**src/rtl/cpu_rp2a03_apu_frame_sequencer.sv**
```systemverilog
// APU frame sequencer with the $4015 status/enable and $4017 mode/IRQ-inhibit registers.
// Optional macro APU_FRAME_IRQ_EN enables the frame IRQ flag.
module cpu_rp2a03_apu_frame_sequencer #(
  parameter int CNT_W    = 16,
  parameter int STEP1    = 7457,
  parameter int STEP2    = 14913,
  parameter int STEP3    = 22371,
  parameter int STEP4_M0 = 29829,
  parameter int STEP4_M1 = 37281
) (
  input  logic       clk_i,
  input  logic       rst_i,
  input  logic       cpu_cycle_i,
  input  logic       status_reg_wr_i,
  input  logic       frame_reg_wr_i,
  input  logic       status_reg_rd_i,
  input  logic [7:0] regs_wr_data_i,
  output logic [7:0] status_rd_data_o,
  input  logic [4:0] channel_is_active_i,
  input  logic       dmc_irq_i,
  output logic [4:0] channel_enabled_o,
  output logic       quarter_frame_o,
  output logic       half_frame_o,
  output logic       irq_o
);

  localparam logic [CNT_W-1:0] S1   = CNT_W'(STEP1);
  localparam logic [CNT_W-1:0] S2   = CNT_W'(STEP2);
  localparam logic [CNT_W-1:0] S3   = CNT_W'(STEP3);
  localparam logic [CNT_W-1:0] S4M0 = CNT_W'(STEP4_M0);
  localparam logic [CNT_W-1:0] S4M1 = CNT_W'(STEP4_M1);
  localparam logic [CNT_W-1:0] S4PR = CNT_W'(STEP4_M0 - 1);

  logic [CNT_W-1:0] cnt_q, cnt_d;
  logic             mode_q, mode_d;
  logic             inhibit_q, inhibit_d;
  logic             parity_q, parity_d;
  logic [2:0]       delay_q, delay_d;
  logic [4:0]       en_q, en_d;
  logic             qf_q, qf_d;
  logic             hf_q, hf_d;
  logic [7:0]       rd_q, rd_d;
  logic [CNT_W-1:0] final_w;
  logic             irq_bit_w;
  logic             unused_ok;

  assign final_w = mode_q ? S4M1 : S4M0;

  always_comb begin
    cnt_d     = cnt_q;
    mode_d    = mode_q;
    inhibit_d = inhibit_q;
    parity_d  = parity_q;
    delay_d   = delay_q;
    en_d      = en_q;
    qf_d      = 1'b0;
    hf_d      = 1'b0;
    rd_d      = rd_q;
    if (cpu_cycle_i) begin
      parity_d = ~parity_q;
      cnt_d    = (cnt_q == final_w) ? '0 : cnt_q + CNT_W'(1);
      if (cnt_q == S1 || cnt_q == S2 || cnt_q == S3 || cnt_q == final_w)
        qf_d = 1'b1;
      if (cnt_q == S2 || cnt_q == final_w)
        hf_d = 1'b1;
      // Pending $4017 restart: the matched step strobe still fires
      if (delay_q != 3'd0) begin
        delay_d = delay_q - 3'd1;
        if (delay_q == 3'd1) begin
          cnt_d = '0;
          if (mode_q) begin
            qf_d = 1'b1;
            hf_d = 1'b1;
          end
        end
      end
    end
    if (frame_reg_wr_i) begin
      mode_d    = regs_wr_data_i[7];
      inhibit_d = regs_wr_data_i[6];
      delay_d   = parity_q ? 3'd4 : 3'd3;
    end
    if (status_reg_wr_i)
      en_d = regs_wr_data_i[4:0];
    if (status_reg_rd_i)
      rd_d = {dmc_irq_i, irq_bit_w, 1'b0, channel_is_active_i};
  end

`ifdef APU_FRAME_IRQ_EN
  logic irq_flag_q, irq_flag_d;

  always_comb begin
    irq_flag_d = irq_flag_q;
    if (status_reg_rd_i)
      irq_flag_d = 1'b0;
    if (cpu_cycle_i && !mode_q && !inhibit_q &&
        (cnt_q == S4PR || cnt_q == S4M0))
      irq_flag_d = 1'b1;
    if (frame_reg_wr_i && regs_wr_data_i[6])
      irq_flag_d = 1'b0;
  end

  always_ff @(posedge clk_i) begin
    if (rst_i) irq_flag_q <= 1'b0;
    else       irq_flag_q <= irq_flag_d;
  end

  assign irq_bit_w = irq_flag_q;
  assign irq_o     = irq_flag_q | dmc_irq_i;
`else
  assign irq_bit_w = 1'b0;
  assign irq_o     = dmc_irq_i;
`endif

  assign unused_ok = ^{regs_wr_data_i[5], inhibit_q};

  always_ff @(posedge clk_i) begin
    if (rst_i) begin
      cnt_q     <= '0;
      mode_q    <= 1'b0;
      inhibit_q <= 1'b0;
      parity_q  <= 1'b0;
      delay_q   <= 3'd0;
      en_q      <= 5'd0;
      qf_q      <= 1'b0;
      hf_q      <= 1'b0;
      rd_q      <= 8'd0;
    end else begin
      cnt_q     <= cnt_d;
      mode_q    <= mode_d;
      inhibit_q <= inhibit_d;
      parity_q  <= parity_d;
      delay_q   <= delay_d;
      en_q      <= en_d;
      qf_q      <= qf_d;
      hf_q      <= hf_d;
      rd_q      <= rd_d;
    end
  end

  assign channel_enabled_o = en_q;
  assign quarter_frame_o   = qf_q;
  assign half_frame_o      = hf_q;
  assign status_rd_data_o  = rd_q;

endmodule
```
**config.mk**
```make
export PLATFORM = sky130hd
export DESIGN_NAME = cpu_rp2a03_apu_frame_sequencer
export DESIGN_NICKNAME = d
export VERILOG_FILES = /design/src/rtl/cpu_rp2a03_apu_frame_sequencer.sv
export SDC_FILE = /design/constraint.sdc
export NUM_CORES = 1
export LEC_CHECK = 0
export BUFFER_PORTS_ARGS = -buffer_cell sky130_fd_sc_hd__buf_2
export CORE_UTILIZATION = 35
export CTS_CLUSTER_SIZE = 25
export DETAILED_ROUTE_END_ITERATION = 7
export HOLD_SLACK_MARGIN = 0.06
export PLACE_DENSITY_LB_ADDON = 0.1
export SLEW_MARGIN = 20
export SYNTH_ARGS = -nofsm -noshare
export SYNTH_HDL_FRONTEND = slang
export SYNTH_SLANG_ARGS = --single-unit
```
**constraint.sdc**
```tcl
create_clock -name clk_i -period 1.7 [get_ports clk_i]
set_input_delay 0.425 -clock clk_i [delete_from_list [all_inputs] [get_ports clk_i]]
set_output_delay 0.425 -clock clk_i [all_outputs]
set_load 0.05 [all_outputs]
```
======== Word level (Yosys, flattened, before mapping) ========
Index checks and enable logic that the tools add are counted.
word-level totals
  bits in registers ....................... 34
  bits in latches ......................... 0
  memory bits (writable) .................. 0
  ROM bits ................................ 0
  logic and storage cells ................. 42
  memories kept ........................... 0
cells by class
  add/subtract/negate cells ............... 2
  multiply operators ...................... 0
  divide/modulo/power cells ............... 0
  $lt $le $gt $ge ......................... 0
  equal/unequal tests ..................... 5
  shifts and indexed selects .............. 0
  muxes and demuxes ....................... 16
  bitwise logic cells ..................... 2
  reductions and logical operators ........ 9
operators with widths
  operator               count
  $mux 16                4
  $add 16x1->16 const B  1
  $eq 16x13->1 const B   1
  $eq 16x14->1 const B   1
  $eq 16x15->1 const B   1
  $eq 16x16->1           1
  $mux 3                 4
  $mux 1                 8
  $logic_or 1x1->1       4
  $reduce_bool 2->1      2
  $eq 3x1->1 const B     1
  $reduce_bool 3->1      1
  $sub 3x1->3 const B    1
  $not 1->1              2
  $reduce_and 2->1       1
  $reduce_or 2->1        1

======== Depth between registers and ports, before layout ========
  depth in word-level cells ............... 8
  gate-level depth with buffers ........... 8
  gate-level depth less buffers ........... 7

======== Worst setup path after synthesis ========
Ideal clock, no wire load.
  path type ............................... register to register
  start ................................... register delay_q[0]
  end ..................................... register cnt_q[11]
  setup time .............................. 0.132 ns
  arrival time ............................ 1.442 ns
  slack ................................... 0.126 ns
  cell stages (with the launch flop) ...... 9
  buffers on the path ..................... 1
  period minus slack after synthesis ...... 1.574 ns
  cell sequence ........................... dfxtp_1 > inv_1 > ha_1 > nor2_1 > nand2_1 > and2_1 > buf_2 > nand4_1 > o221ai_2
between the ends
  cells in the longest elaborated chain, start to end .. 3
ends and longest elaborated chain
  what                      RTL line  text
  start: declaration        38        logic [2:0] delay_q, delay_d;
  start signal: assignment  133       delay_q <= delay_d;
  $eq 3x1->1                69        if (delay_q == 3'd1) begin
  $mux 16                   69
  $mux 16 *                 67        if (delay_q != 3'd0) begin
  end signal: assignment    129       cnt_q <= cnt_d;
  end: declaration          34        logic [CNT_W-1:0] cnt_q, cnt_d;
Every way passes the cells marked *; elsewhere a longest branch is shown, timed or not.
A chain may end at the register's enable or synchronous reset.

======== Worst setup path after layout ========
  start ................................... register cnt_q[13]
  end ..................................... register cnt_q[2]
between the ends
  cells in the longest elaborated chain, start to end .. 4
ends and longest elaborated chain
  what            RTL line  text
  $eq 16x16->1 *  61        cnt_d = (cnt_q == final_w) ? '0 : cnt_q + CNT_W'(1);
  $mux 16 *       61
  $mux 16         69
  $mux 16 *       67
Marked as above.

==> metrics <==
run status complete, no violations; Avg Cell Area, Syn 8.82 µm²; Final Wtd Congestion 0.824; vias in the first global route 1,634; Worst IR Drop VDD 325 µV; post-synthesis cell count 226; CTS tree built; core area 0.00551 mm²; HPWL after DPL 3390 µm; final setup vio count 0; Final Worst Setup Slack 106 ps; Post-DP Area 0.00230 mm²; Iteration-0 DRC Markers 69; Final nets 294; H-Tree Depth 2; hold_sp regs_wr_data_i[4]; Distinct cells, synth 49; startpoint types flip-flop; area of the multi-input gates 0.00117 mm²; via count 1,790; top cells by area, synth dfxtp_1 34%, mux2i_1 6.0%, nand4_1 5.0%; Skew-Pair Late Insertion Delay 290 ps; # DRC 0; pin count of the biggest net entering global routing 21; gr usage total 17.1%; CP required 1870 ps; Max Fanout on Critical Path 14; CP startpoint cnt_q[13]; Synth Register Bits 34; hold endpoint channel_enabled_o[4]; hold buffers post-CTS 0; Post-synth top cells 34 x dfxtp_1, 26 x nor2_1, 16 x nand4_1, 14 x nand2b_1; Die H 77.5 µm; FF-to-FF setup slack 110 ps; number of synthesized flops with an enable pin 0; drt total wl 4750 µm; Synth Warn # 0; Worst Setup End Kind flip-flop; synthesis-to-layout area growth 20.2%; Seq/Total Area, Yosys 34.1%; Post-CTS Setup Inserts 0; reg2reg end cnt_q[2]; antenna viol nets, final 0; Inserted Clock Buffers 5; initial antenna violation count 0; RSZ-0062 raised after global routing false; DIE AREA 0.00600 mm²; # rows 27; R2R Path Start cnt_q[13]; Port Buffer Count 31; placed cell count 334; first-pass GRT wire length 8030 µm; clk_skew 6.93 ps; Clock Tree Root clkbuf_8; vias per cell 5.25; power density over the cells 710 mW/mm²; Final Cell Area 0.00240 mm²; Yosys top cell area share 34.1%; async set-reset flop share out of synthesis 0%; die width 77.5 µm; share of layout cells above drive strength 1 31.2%; setup TNS 0 ps; crit path DAT 1770 ps; Main synth FF type dfxtp_1; iteration count of the initial detailed-routing pass 4; Sink Count 34; Final Cycle Share 93.7%; depth of the worst hold-timing path 3; I/O pin count 36; cell taking the most area after synthesis dfxtp_1; clock tree buffer depth 2; Final Critical Period 1590 ps; Fmax 627 MHz; fin. max-slew vios 0; routed len/inst 13.9 µm; leakage power 0.988 nW; Post-Syn Area 0.00199 mm²; pre-CTS setup slack 23.7 ps; most common cell in the synthesized netlist dfxtp_1; Fin. Hold Viols 0; Worst-path clk slew 70 ps; grt ovf 0; CP Class reg2reg; Initial Utilization 36.2%; final core utilization 43.5%; Reg area 686 µm²; worst reg2reg path depth 6; Max Cap Viol 0; final std cells w/o fill 341; Filler cells 560; Worst Hold Class in2reg; number of diodes 0
[per-layer routing]
layer / GRT usage, % / share of wire [%] / up-vias
met4: 5.66 / 0.93 / 0
li1: - / - / 898
met2: 26.3 / 46 / 23
met1: 23.4 / 50 / 865
met5: 0 / 0 / -
met3: 4.24 / 3.0 / 4
[state kept, by name (all words and copies together) (netlist names)]
name / count
channel_enabled_o: 5
cnt_q: 16
delay_q: 3
half_frame_o: 1
mode_q: 1
parity_q: 1
quarter_frame_o: 1
status_rd_data_o: 6
[repair_timing]
action	4_1_cts	5_1_grt
endpoints found under the hold margin	0	0
setup endpoints to repair	0	14
resized for setup	0	8
[cell type report]
cell class / instances / area share, %
Multi-Input combinational cell: 167 / 48.9
Sequential cell: 34 / 28.6
Timing Repair Buffer: 55 / 14.5
Tap cell: 72 / 3.76
Clock buffer: 5 / 2.87
Inverter: 6 / 0.939
Clock inverter: 2 / 0.418
[critical path, stage by stage (launching register included)]
cell and delay, ps:
dfxtp_1 360, nand3b_4 190, nor4bb_4 340, o2111ai_4 160, buf_4 230, nand4b_1 110, a31oi_1 80
[cells in the final DEF (no fill, tap or decap), types with 11 or more instances in the layout]
cell type   n
buf_2      31
dfxtp_1    30
nor2_1     25
buf_4      23
nand4_1    16
nand2b_1   14
mux2i_1    12
nand3_1    12
a31oi_1    12
nand2_1    11
[how the worst max path moves through the flow]
stage,endpoint,depth (start not counted)
3_5_place_dp,cnt_q[13],6
6_report,cnt_q[2],6
3_3_place_gp,cnt_q[13],6
2_1_floorplan,cnt_q[11],8
5_1_grt,cnt_q[2],7
4_1_cts,cnt_q[13],6
[stage by stage]
step | hold WS (ps) | power [mW]
finish | 366 | 1.70
global route | 372 | 1.79
CTS | 357 | 1.73
detailed placement | 482 | 1.14
global placement | 470 | 1.14
floorplan | 467 | 1.06
[cells by family (layout without fill, tap and decap cells)]
logic type / after synthesis / after routing / share of synthesized area [%]
AND/OR/NAND/NOR: 118 / 118 / 36.1
adder cells (fa/ha/maj): 5 / 5 / 3.14
flip-flops: 34 / 34 / 34.1
AO/OA/AOI/OAI: 28 / 28 / 11.9
multiplexers: 12 / 12 / 6.02
XOR/XNOR: 2 / 2 / 0.878
buffers and inverters: 26 / 68 / 7.72
other: 1 / 2 / 0.188
[power by group]
part	internal [mW]	switching [mW]	total, mW
combinational	0.101	0.177	0.278
sequential	0.827	0.0197	0.847
clock	0.275	0.302	0.577
total	1.20	0.499	1.70
Note: power is estimated with default switching activity, not from simulation.
